### src/rtl/mcu_pkg.sv
// Shared encodings for the multi-cycle MIPS control unit:
// opcodes, FSM states, ALU/mux select codes and the control word.
package mcu_pkg;

  localparam logic [5:0] OP_R    = 6'b000000;
  localparam logic [5:0] OP_LW   = 6'b100011;
  localparam logic [5:0] OP_SW   = 6'b101011;
  localparam logic [5:0] OP_BEQ  = 6'b000100;
  localparam logic [5:0] OP_ADDI = 6'b001000;
  localparam logic [5:0] OP_J    = 6'b000010;

  typedef enum logic [3:0] {
    S_IDLE   = 4'd0,
    S_FETCH  = 4'd1,
    S_DECODE = 4'd2,
    S_MEMADR = 4'd3,
    S_MEMRD  = 4'd4,
    S_MEMWB  = 4'd5,
    S_MEMWR  = 4'd6,
    S_EXEC   = 4'd7,
    S_ALUWB  = 4'd8,
    S_ADDIEX = 4'd9,
    S_ADDIWB = 4'd10,
    S_BRANCH = 4'd11,
    S_JUMP   = 4'd12,
    S_TRAP   = 4'd13
  } state_t;

  localparam logic [2:0] ALUOP_ADD   = 3'b000;
  localparam logic [2:0] ALUOP_SUB   = 3'b001;
  localparam logic [2:0] ALUOP_FUNCT = 3'b010;

  localparam logic [1:0] SRCB_REG   = 2'b00;
  localparam logic [1:0] SRCB_FOUR  = 2'b01;
  localparam logic [1:0] SRCB_IMM   = 2'b10;
  localparam logic [1:0] SRCB_SHIMM = 2'b11;

  localparam logic [1:0] PCSRC_ALU    = 2'b00;
  localparam logic [1:0] PCSRC_ALUOUT = 2'b01;
  localparam logic [1:0] PCSRC_JUMP   = 2'b10;

  typedef struct packed {
    logic       pc_write;
    logic       pc_write_cond;
    logic       iord;
    logic       mem_read;
    logic       mem_write;
    logic       ir_write;
    logic       mem_to_reg;
    logic       reg_write;
    logic       reg_dst;
    logic       alu_src_a;
    logic [1:0] alu_src_b;
    logic [1:0] pc_source;
    logic [2:0] alu_op;
    logic       illegal_op;
  } ctrl_t;

endpackage

### src/rtl/mcu_output_decode.sv
// Moore state -> control word map; only the fetch
// IR/PC strobes look at MemReady.
module mcu_output_decode
  import mcu_pkg::*;
(
  input  state_t state,
  input  logic   mem_ready,
  output ctrl_t  ctrl
);

  always_comb begin
    ctrl = '0;
    unique case (state)
      S_IDLE: ;
      S_FETCH: begin
        ctrl.mem_read  = 1'b1;
        ctrl.alu_src_b = SRCB_FOUR;
        ctrl.alu_op    = ALUOP_ADD;
        ctrl.pc_source = PCSRC_ALU;
        ctrl.ir_write  = mem_ready;
        ctrl.pc_write  = mem_ready;
      end
      S_DECODE: begin
        ctrl.alu_src_b = SRCB_SHIMM;
        ctrl.alu_op    = ALUOP_ADD;
      end
      S_MEMADR, S_ADDIEX: begin
        ctrl.alu_src_a = 1'b1;
        ctrl.alu_src_b = SRCB_IMM;
        ctrl.alu_op    = ALUOP_ADD;
      end
      S_MEMRD: begin
        ctrl.mem_read = 1'b1;
        ctrl.iord     = 1'b1;
      end
      S_MEMWB: begin
        ctrl.reg_write  = 1'b1;
        ctrl.mem_to_reg = 1'b1;
      end
      S_MEMWR: begin
        ctrl.mem_write = 1'b1;
        ctrl.iord      = 1'b1;
      end
      S_EXEC: begin
        ctrl.alu_src_a = 1'b1;
        ctrl.alu_src_b = SRCB_REG;
        ctrl.alu_op    = ALUOP_FUNCT;
      end
      S_ALUWB: begin
        ctrl.reg_write = 1'b1;
        ctrl.reg_dst   = 1'b1;
      end
      S_ADDIWB: ctrl.reg_write = 1'b1;
      S_BRANCH: begin
        ctrl.alu_src_a     = 1'b1;
        ctrl.alu_src_b     = SRCB_REG;
        ctrl.alu_op        = ALUOP_SUB;
        ctrl.pc_write_cond = 1'b1;
        ctrl.pc_source     = PCSRC_ALUOUT;
      end
      S_JUMP: begin
        ctrl.pc_write  = 1'b1;
        ctrl.pc_source = PCSRC_JUMP;
      end
      S_TRAP: ctrl.illegal_op = 1'b1;
      default: ;
    endcase
  end

endmodule

### src/rtl/multicycle_control_unit.sv
// Multi-cycle MIPS control FSM: state register and
// next-state logic, outputs from mcu_output_decode.
module multicycle_control_unit
  import mcu_pkg::*;
#(
  parameter int unsigned OPCODE_W    = 6,
  parameter int unsigned ALUOP_W     = 3,
  parameter bit          ENABLE_JUMP = 1'b1
) (
  input  logic                clk,
  input  logic                rst_n,
  input  logic [OPCODE_W-1:0] Opcode,
  input  logic                MemReady,
  output logic                PCWrite,
  output logic                PCWriteCond,
  output logic                IorD,
  output logic                MemRead,
  output logic                MemWrite,
  output logic                IRWrite,
  output logic                MemToReg,
  output logic                RegisterWrite,
  output logic                RegDst,
  output logic                ALUSrcA,
  output logic [1:0]          ALUSrcB,
  output logic [1:0]          PCSource,
  output logic [ALUOP_W-1:0]  ALUOp,
  output logic                IllegalOp,
  output logic [3:0]          State
);

  state_t state_q, state_d;
  ctrl_t  ctrl;

  logic op_r, op_lw, op_sw, op_beq, op_addi, op_j;

  assign op_r    = (Opcode == OPCODE_W'(OP_R));
  assign op_lw   = (Opcode == OPCODE_W'(OP_LW));
  assign op_sw   = (Opcode == OPCODE_W'(OP_SW));
  assign op_beq  = (Opcode == OPCODE_W'(OP_BEQ));
  assign op_addi = (Opcode == OPCODE_W'(OP_ADDI));
  assign op_j    = (Opcode == OPCODE_W'(OP_J));

  always_comb begin
    state_d = state_q;
    unique case (state_q)
      S_IDLE:   state_d = S_FETCH;
      S_FETCH:  if (MemReady) state_d = S_DECODE;
      S_DECODE: begin
        unique case (1'b1)
          op_lw, op_sw:        state_d = S_MEMADR;
          op_r:                state_d = S_EXEC;
          op_addi:             state_d = S_ADDIEX;
          op_beq:              state_d = S_BRANCH;
          op_j && ENABLE_JUMP: state_d = S_JUMP;
          default:             state_d = S_TRAP;
        endcase
      end
      // a non-store here falls back to the harmless read path
      S_MEMADR: state_d = op_sw ? S_MEMWR : S_MEMRD;
      S_MEMRD:  if (MemReady) state_d = S_MEMWB;
      S_MEMWR:  if (MemReady) state_d = S_FETCH;
      S_EXEC:   state_d = S_ALUWB;
      S_ADDIEX: state_d = S_ADDIWB;
      S_MEMWB, S_ALUWB, S_ADDIWB,
      S_BRANCH, S_JUMP, S_TRAP:
                state_d = S_FETCH;
      default:  state_d = S_IDLE;
    endcase
  end

  always_ff @(posedge clk or negedge rst_n) begin
    if (!rst_n) state_q <= S_IDLE;
    else        state_q <= state_d;
  end

  mcu_output_decode u_dec (
    .state     (state_q),
    .mem_ready (MemReady),
    .ctrl      (ctrl)
  );

  assign PCWrite       = ctrl.pc_write;
  assign PCWriteCond   = ctrl.pc_write_cond;
  assign IorD          = ctrl.iord;
  assign MemRead       = ctrl.mem_read;
  assign MemWrite      = ctrl.mem_write;
  assign IRWrite       = ctrl.ir_write;
  assign MemToReg      = ctrl.mem_to_reg;
  assign RegisterWrite = ctrl.reg_write;
  assign RegDst        = ctrl.reg_dst;
  assign ALUSrcA       = ctrl.alu_src_a;
  assign ALUSrcB       = ctrl.alu_src_b;
  assign PCSource      = ctrl.pc_source;
  assign ALUOp         = ALUOP_W'(ctrl.alu_op);
  assign IllegalOp     = ctrl.illegal_op;
  assign State         = state_q;

endmodule

### config.mk
export PLATFORM = sky130hd
export DESIGN_NAME = multicycle_control_unit
export DESIGN_NICKNAME = d
export VERILOG_FILES = /design/src/rtl/mcu_pkg.sv /design/src/rtl/mcu_output_decode.sv /design/src/rtl/multicycle_control_unit.sv
export SDC_FILE = /design/constraint.sdc
export NUM_CORES = 1
export LEC_CHECK = 0
export ABC_AREA = 1
export CORE_MARGIN = 10
export CORE_UTILIZATION = 31
export DETAILED_ROUTE_END_ITERATION = 10
export GPL_TIMING_DRIVEN = 0
export PLACE_DENSITY = 0.78
export SYNTH_ARGS = -nofsm -noshare
export SYNTH_HDL_FRONTEND = slang
export SYNTH_SLANG_ARGS = --single-unit
### constraint.sdc
create_clock -name clk -period 1.1 [get_ports clk]
set_input_delay 0.22 -clock clk [delete_from_list [all_inputs] [get_ports clk]]
set_output_delay 0.22 -clock clk [all_outputs]
set_load 0.005 [all_outputs]
# Yosys cells after proc, flatten, opt, wreduce, memory -nomap -nowiden
# Cells that the tools add are included.
[totals]
register_bits = 4
out_inout_bits = 22
word_cells = 52
[classes]
n_eq_ne = 21
muxes = 20
reduce_logical = 10
[ops]
columns = ["op", "n"]
rows = [
  ["one-hot mux 4 bit (8 select lines)", 1],
  ["== test 4 bit (second input constant)", 6],
  ["one-hot mux 4 bit (5 select lines)", 1],
  ["== test 4 x 3 -> 1 bit (second input constant)", 4],
  ["== test 6 bit (second input constant)", 2],
  ["2-to-1 mux 4 bit", 3],
  ["2-to-1 mux 1 bit", 10],
  ["== test 4 x 2 -> 1 bit (second input constant)", 2],
  ["one-hot mux 2 bit (2 select lines)", 2],
  ["OR reduction 2 bit", 4],
  ["OR reduction 7 bit", 1],
  ["== test 6 x 2 -> 1 bit (second input constant)", 1],
  ["== test 6 x 3 -> 1 bit (second input constant)", 1],
  ["== test 6 x 4 -> 1 bit (second input constant)", 1],
  ["logical NOT 6 bit", 1],
  ["inequality test 2 bit (second input constant)", 3],
  ["one-hot mux 2 bit (3 select lines)", 1],
  ["== test 4 x 1 -> 1 bit (second input constant)", 1],
  ["logical NOT 4 bit", 1],
  ["OR reduction 4 bit", 1],
  ["AND reduction 3 bit", 1],
  ["OR reduction 3 bit", 1],
  ["2-to-1 mux 2 bit", 1],
  ["one-hot mux 1 bit (2 select lines)", 1],
]

# Depth between registers and ports, before layout
# Gate-level depths: netlist of the first run.
[logic_depth]
word_depth = 4
mapped_depth = 9
mapped_depth_nobuf = 9

# Cells and area by module
# Synthesis of the first run repeated with hierarchy kept, for this count alone.
[hier_totals]
hier_cells = 102
hier_area_um2 = 549.3
[by_module_without_submodules]
columns = ["mod", "n_inst", "cells_each", "area_each_um2"]
rows = [
  ["multicycle_control_unit", 1, 64, 375.4],
  ["mcu_output_decode", 1, 38, 173.9],
]

# Least setup slack after synthesis of the first run
# No wires, ideal clock.
[synth_path]
kind = "register to output"
startpoint = "reg state_q[2] (netlist: State[2])"
endpoint = "out ALUOp[0]"
t_arrival_ps = 984
t_required_ps = 880
path_slack_ps = -104
path_stages_with_launch = 5
n_path_buf = 1
path_cell_list = "dfrtp_1 -> inv_2 -> nand2_1 -> nor2_1 -> buf_4"
[synth_between]
elab_chain_len = 2
[synth_rtl]
columns = ["element", "line_no", "source"]
rows = [
  ["start: declaration", "multicycle_control_unit.sv:31", "state_t state_q, state_d;"],
  ["start signal: assignment", "multicycle_control_unit.sv:73", "else state_q <= state_d;"],
  ["== test 4 bit or == test 4 x 3 -> 1 bit (tied branches)", "mcu_output_decode.sv:13", "unique case (state)"],
  ["one-hot mux 2 bit (2 select lines) *", "mcu_output_decode.sv:13", ""],
  ["end: declaration", "multicycle_control_unit.sv:26", "output logic [ALUOP_W-1:0] ALUOp,"],
]
# Mark *: on every way between the ends. The rest lies on a longest branch, timed or not.

# Worst setup path in the final report of the first run
[layout_path]
startpoint = "reg state_q[2] (netlist: State[2])"
endpoint = "out MemRead"
[layout_between]
elab_chain_len = 3
[layout_rtl]
columns = ["element", "line_no", "source"]
rows = [
  ["== test 4 x 3 -> 1 bit or == test 4 x 1 -> 1 bit (tied branches)", "mcu_output_decode.sv:13", ""],
  ["OR reduction 2 bit (no source line) *", "n/a", ""],
  ["2-to-1 mux 1 bit *", "mcu_output_decode.sv:13", ""],
  ["end: declaration", "multicycle_control_unit.sv:17", "output logic MemRead,"],
]
# Marks and branches as above.

==> impl_results.md, run 1 <==
* Status: finished with violations
* Violations in the final reports: setup timing
* Number of vias per cell after detailed routing at 5.72
* Final count of hold timing violations at 0
* Number of setup violations in the final report at 24
* Post-route DRC violation count at 0
* Post-synth cell types at 16
* Via count of the first global-routing pass at 853
* Cells taking the most area after synthesis: dfrtp_1 (21%), nand2_1 (21%), nor2_1 (14%), nand3_1 (9.6%), inv_1 (6.4%)
* Cell leakage power at 0.000601 µW
* Yosys warns at 0
* Syn Nets at 95
* Largest delay share family, worst path: buffers and inverters
* PnR Total Power at 3280 µW
* Cells along the critical path: inv_2, buf_6, nand3_4, nor2_4, inv_4, o21ai_1, buf_2
* Final setup slack of the worst path at -0.560 ns
* Largest register FFs at 4
* Fraction of power consumed by the clock network at 0.072
* Source-to-sink clock delay at the later pin of the worst-skew pair at 0.27 ns
* Internal power consumption at 1600 µW
* Initial Utilization at 0.342
* Type of the worst min-delay path: input port to asynchronous set/reset pin
* Unrepaired setup endpoints after global routing: yes
* Antenna violations before repair at 0
* Syn avg cell area at 5.44 µm²
* Top Ports at 31
* Largest net degree at the start of global routing at 7
* Critical path arrival at 1.44 ns
* Final Max Tran Viols at 0
* Port bufs at 29
* Final std cell area, no fill at 0.00115 mm²
* DIE WIDTH at 58.9 µm
* Clock net sink count at 4
* Antenna-violating nets left at 0
* Die Outline Area at 0.00346 mm²
* Average detailed-routed wire length per instance at 20.8 µm
* Initial DRC count at 50
* Placed inst area at 818 µm²
* Largest incremental delay on the critical path at 0.42 ns
* Required time of the critical path at 0.88 ns
* Placer's final routability congestion estimate at 0.851
* Switching power at 1680 µW
* Std-Cell Rows at 13
* Post-detail-place hpwl at 1.35 mm
* Topmost layer with routed signal wires: met4
* Max Cap Viol at 0
* Sw frac at 0.512
* Top-area cell type share of the netlist area at 0.214
* Congestion Overflow GR at 0
* Slowest stage cell, crit path: dfrtp_1
* Clock edge transition at the registers on the reported setup and hold paths at 0.06 ns
* Post-synthesis cell type with the largest combined area: dfrtp_1
* Vias at 910
* Clk_skew at 0.0111 ns
* P&R area growth vs syn at 146%
* Number of buffer and inverter instances along the worst setup path at 4
* Routed length on met2 at 1.55 mm
* Ratio of cells with drive above 1 in the final layout at 0.611
* First-pass iteration count of the detailed router at 4
* Critical path endpoint category: output pin
* Worst Path Class, Setup: flop to output pin
* Total Wirelength at 3.30 mm
* M1 wire length at 1.30 mm
* Peak clock frequency supported by timing at 602 MHz
* Pwr per Cell Area at 2850 mW/mm²
* Global routing usage summed across all routing layers at 0.159
* Core footprint at 0.00137 mm²
* CP max FO at 5
* Combinational Power Share at 0.820
* CTS Buf Count at 3
* Clock tree from TritonCTS: done
* Startpoint kind of the worst setup timing path: flop
* Fin crit period at 1.66 ns
* First-pass GRT wire length at 4.37 mm
* Cells after synthesis at 86
* Fraction of the yosys area taken by sequential cells at 0.214
* Clk root buf: clkbuf_4
* Nets at 155
* Flop pwr share at 0.109
* # diodes at 0
* Final worst-path cycle share at 1.51
* FF+latch count, synth at 4
* Post-synth design cell area at 468 µm²
* Total length of routed met3 wires at 306 µm
* Largest buffer count on any clock path at 2
* Maximum level of the CTS H-tree at 1
* Vertical die dimension at 58.9 µm
* Maximum resistive drop on vdd at 1.84 mV
-- cell families (layout without fill, tap and decap cells) --
group,Yosys count,in the layout,share of synthesized area
AO/OA/AOI/OAI,9,9,0.110
buffers and inverters,14,72,0.136
flip-flops,4,4,0.214
other,1,1,0.00801
AND/OR/NAND/NOR,58,58,0.532
-- synthesized netlist by cell type --
master,number
nor3_1,2
buf_4,3
nand2_1,26
o21ai_2,1
conb_1,1
nand3_1,9
nor2_1,17
inv_2,3
o21ai_0,5
nor2_2,1
dfrtp_1,4
a21oi_1,1
or2_1,1
inv_1,8
o22ai_1,2
nand3_2,2
-- final timing paths --
check / start / to / slack, ns / cells after the start
hold reg to reg: State[3]$_DFFE_PN0P_ / State[0]$_DFFE_PN0P_ / 0.84 / 4
hold / removal: rst_n / State[2]$_DFFE_PN0P_ / 0.18 / 1
min in group clk: MemReady / State[0]$_DFFE_PN0P_ / 0.57 / 2
max in group asynchronous: rst_n / State[0]$_DFFE_PN0P_ / 0.69 / 1
setup / recovery: State[2]$_DFFE_PN0P_ / MemRead / -0.56 / 7
setup reg to reg: State[2]$_DFFE_PN0P_ / State[2]$_DFFE_PN0P_ / -0.42 / 8
-- cells in the final DEF (no fill, tap or decap), types with 2 or more instances in the layout --
cell / n
buf_2: 14
buf_4: 18
buf_6: 14
clkbuf_4: 3
clkdlybuf4s50_1: 4
dfrtp_2: 3
dlygate4sd2_1: 7
inv_1: 5
inv_2: 2
inv_4: 3
nand2_1: 21
nand2_2: 2
nand2_4: 2
nand3_1: 6
nand3_2: 2
nand3_4: 3
nor2_1: 4
nor2_2: 7
nor2_4: 7
nor3_1: 2
o21ai_1: 2
o21ai_2: 3
o22ai_2: 2
-- power by group through the flow --
stage | clock network (µW) | registers [µW] | logic [µW]
after floorplan | 0 | 356 | 743
after global placement | 0 | 375 | 1450
after detailed placement | 0 | 373 | 1470
after CTS | 196 | 331 | 2150
after global routing | 237 | 359 | 2840
final | 235 | 357 | 2690
-- metrics by stage --
stage	hold WS, ns	setup TNS (ns)	utilization	worst slack, ns	std cells
after floorplan	-0.0756	-0.0792	-	-0.0219	86
after global placement	0.427	-9.91	0.599	-0.579	130
after detailed placement	0.433	-10.02	0.599	-0.591	130
after CTS	0.176	-7.61	0.778	-0.444	155
after global routing	0.186	-10.54	0.842	-0.604	159
final	0.177	-9.62	0.842	-0.560	159
-- area by class of cell --
cell class                 instances  area [µm²]
multi-input combinational         68         465
tap                               15        18.8
timing repair buffer              55         454
buffer                             3        30.0
clock buffer                       3        22.5
inverter                          11        56.3
sequential                         4         104
fill                              71         215
-- layer usage --
layer  track usage  vias to the layer above
met3        0.0644                       19
met1         0.169                      429
met4        0.0459                        0
li1              -                      393
met5             0                        -
met2         0.279                       69
-- what timing repair did --
item                                    4_1_cts  5_1_grt
resized for setup                           102       32
endpoints found under the setup margin       25       24
gates cloned                                  0        0
hold endpoints to repair                      0        0
pin swaps                                    11       10
buffers inserted                             22        4
hold buffers                                  0        0
Power figures use the tool's default switching activity.
==> run 2, diff against run 1 <==
Settings changed: GPL_TIMING_DRIVEN 0 to not set.
==> run 2 against run 1 <==
The run now fails in global routing. Area after synthesis unchanged. Synthesized cell count unchanged.
==> impl_results.md, run 2 <==
* DIE WIDTH at 58.9 µm (unchanged)
* Clock net sink count at 4 (unchanged)
* Largest buffer count on any clock path at 2 (unchanged)
* Cells taking the most area after synthesis: dfrtp_1 (21%), nand2_1 (21%), nor2_1 (14%), nand3_1 (9.6%), inv_1 (6.4%)
* Number of synthesized flops with an enable pin at 0 (unchanged)
* Clk root buf: clkbuf_4
* First error message: [ERROR DPL-0038] Utilization greater than 100%, impossible to legalize
* Post-detail-place hpwl at 1.54 mm (+14%)
* Post-synth cell types at 16 (unchanged)
* Std-Cell Rows at 13 (unchanged)
* Syn Nets at 95 (unchanged)
* Maximum level of the CTS H-tree at 1 (unchanged)
* Top-area cell type share of the netlist area at 0.214 (unchanged)
* Most instantiated flip-flop cell in the synthesis netlist: dfrtp_1
* Stopping stage: global routing
* FF+latch count, synth at 4 (unchanged)
* Placement Setup Slack at -0.565 ns (+0.0254 ns)
* Top Ports at 31 (unchanged)
* Placer's final routability congestion estimate at 0.839 (-1.5%)
* Fraction of the yosys area taken by sequential cells at 0.214 (unchanged)
* Cts hold-fix bufs at 0 (unchanged)
* Yosys warns at 0 (unchanged)
* Largest net degree at the start of global routing at 7
* Most repeated cell in the gate-level netlist after synthesis: nand2_1
* Post-synthesis cell type with the largest combined area: dfrtp_1
* CTS Buf Count at 3 (unchanged)
* Port bufs at 29 (unchanged)
* Endpoint with the least setup slack after the last global-route repair: PCWrite
* Vertical die dimension at 58.9 µm (unchanged)
* Status: stopped before the end
* Initial Utilization at 0.342 (unchanged)
* Post-synth design cell area at 468 µm² (unchanged)
* Cells after synthesis at 86 (unchanged)
* Syn avg cell area at 5.44 µm² (unchanged)
* Classification of the worst endpoint: output port
* Post-synth top cells: nand2_1 (26), nor2_1 (17), nand3_1 (9)
* Share of async-settable or async-resettable flops after synthesis at 1.00 (unchanged)
==> run 2: cell families after synthesis <==
family	share of synthesized area
AO/OA/AOI/OAI	0.110
buffers and inverters	0.136
flip-flops	0.214
other	0.00801
AND/OR/NAND/NOR	0.532
==> run 2: repair_timing <==
item,in CTS
resized for setup,115
setup buffers,27
pin swaps,19
hold endpoints to repair,0
setup endpoints to repair,25
gates cloned,0
==> run 2: per-stage QoR <==
step | instances | hold WS, ns | instance area (µm²) | util
floorplan | 86 | -0.0756 | 509 | -
global placement | 146 | 0.428 | 938 | 0.687
detailed placement | 146 | 0.434 | 938 | 0.687
CTS | 175 | 0.171 | 1240 | 0.907
==> run 3, diff against run 2 <==
Settings changed: CORE_AREA set to 10 10 71 73, CORE_MARGIN 10 to not set, CORE_UTILIZATION 31 to not set, DIE_AREA set to 0 0 81 83, PLACE_DENSITY 0.78 to not set, PLACE_DENSITY_LB_ADDON set to 0.15.
Clock period 1.1 ns to 1.4 ns, I/O delays scaled along.
==> run 3 against run 2 <==
The flow now finishes, with violations (setup timing).
==> impl_results.md, run 3 (synthesis gave the netlist of run 1 again) <==
* Clock edge transition at the registers on the reported setup and hold paths at 0.03 ns
* CTS Buf Count at 3 (unchanged)
* Clk root buf: clkbuf_8
* Post-route DRC violation count at 0
* Port bufs at 29 (unchanged)
* Maximum level of the CTS H-tree at 1 (unchanged)
* Number of buffer and inverter instances along the worst setup path at 4
* Top library cells by usage in the layout, fill and taps aside: buf_4 (28), nand2_1 (20), buf_6 (18)
* Cells along the critical path: inv_2, buf_6, nand3_4, nor2_4, inv_4, o22ai_2, buf_2
* Largest net degree at the start of global routing at 6
* Post-detail-place hpwl at 1.82 mm (+18%)
* Die Outline Area at 0.00672 mm²
* Placer's final routability congestion estimate at 0.834 (-0.55%)
* P&R area growth vs syn at 177%
* Pwr per Cell Area at 1990 mW/mm²
* Nets at 166
* Via count of the first global-routing pass at 818
* Clock tree from TritonCTS: done
* Global routing usage summed across all routing layers at 0.0667
* Number of setup violations in the final report at 20
* Unrepaired setup endpoints after global routing: yes
* CP max FO at 5
* Maximum resistive drop on vdd at 0.397 mV
* Slowest stage cell, crit path: dfrtp_1
* Peak clock frequency supported by timing at 636 MHz
* DIE WIDTH at 81 µm (+38%)
* Source-to-sink clock delay at the later pin of the worst-skew pair at 0.21 ns
* Critical path arrival at 1.29 ns
* Number of vias per cell after detailed routing at 3.91
* Max Cap Viol at 0
* Final setup slack of the worst path at -0.173 ns
* Fin crit period at 1.57 ns
* Ratio of cells with drive above 1 in the final layout at 0.600
* Required time of the critical path at 1.12 ns
* Critical path endpoint category: output pin
* Total Wirelength at 2.38 mm
* Number of cells in the finished layout apart from fillers at 203
* Violations in the final reports: setup timing
* Largest delay share family, worst path: buffers and inverters
* Cts hold-fix bufs at 0 (unchanged)
* Number of placed instances, taps included at 182 (+25%)
* Antenna-violating nets left at 0
* # diodes at 0
* Largest incremental delay on the critical path at 0.38 ns
* Clk_skew at 0.000397 ns
* Final Max Tran Viols at 0
* Average detailed-routed wire length per instance at 11.7 µm
* Congestion Overflow GR at 0
* PnR Total Power at 2580 µW
* First-pass iteration count of the detailed router at 2
* Startpoint kind of the worst setup timing path: flop
* Final count of hold timing violations at 0
* Core footprint at 0.00363 mm²
* Cell leakage power at 0.000652 µW
* Vertical die dimension at 83 µm (+41%)
* Antenna violations before repair at 0
* Std-Cell Rows at 22 (+9)
* Worst Path Class, Setup: flop to output pin
* Setup Total Neg Slack at -1.72 ns
* Final core utilization at 0.357
* Top Ports at 31 (unchanged)
* Largest buffer count on any clock path at 2 (unchanged)
* Final worst-path cycle share at 1.12
* Status: finished with violations
* First-pass GRT wire length at 3.73 mm
* Clock net sink count at 4 (unchanged)
* Vias at 794
* Largest register FFs at 4
* Commonest non-fill, non-tap cell in the layout: buf_4
* Type of the worst min-delay path: input port to asynchronous set/reset pin
* Initial Utilization at 0.129 (-0.214)
* Initial DRC count at 35
-- run 3: final timing paths --
kind                                 startpoint  slack (ns)                    to  cells after the start
max                        State[2]$_DFFE_PN0P_       -0.17               PCWrite                      7
min                                       rst_n        0.29  State[3]$_DFFE_PN0P_                      1
max reg2reg                State[2]$_DFFE_PN0P_       -0.03  State[0]$_DFFE_PN0P_                     10
min reg2reg                State[3]$_DFFE_PN0P_        0.78  State[1]$_DFFE_PN0P_                      5
max in group asynchronous                 rst_n        0.91  State[0]$_DFFE_PN0P_                      1
min in group clk                       MemReady        0.67  State[0]$_DFFE_PN0P_                      2
-- run 3: timing repair --
| action | 4_1_cts | 5_1_grt |
|---|---|---|
| endpoints found under the setup margin | 22 | 21 |
| buffers inserted | 14 | 4 |
| pin swaps | 9 | 10 |
| gates resized for setup | 99 | 30 |
-- run 3: metrics by stage --
step | hold slack, ns | worst slack (ns) | instance area (µm²)
CTS | 0.279 | -0.186 | 1150
global route | 0.277 | -0.238 | 1300
finish | 0.287 | -0.173 | 1300
global placement | 0.500 | -0.374 | 961
floorplan | -0.0156 | 0.136 | 468
detailed placement | 0.503 | -0.375 | 961
-- run 3: area by class of cell --
class,count,area [µm²]
fill,404,2340
timing repair buffer,69,594
multi-input combinational,68,453
sequential,4,103
tap,48,60.1
inverter,11,46.3
clock buffer,3,41.3
-- run 3: metal layers --
layer,GRT usage,routed length [µm]
met5,0,0
met4,0.0235,21
met3,0.0216,184
met2,0.117,1230
met1,0.0712,945
-- run 3: power breakdown --
part	leakage (µW)	internal [µW]	switching, µW
Combinational	0.000582	1100	982
Sequential	0.0000482	178	89.2
Clock	0.0000216	183	52.0
Total	0.000652	1460	1120
==> run 4, diff against run 3 <==
Settings changed: CAP_MARGIN set to 30.
==> results of run 4 <==
No change in the layout: final DEF, timing and power equal those of run 3.
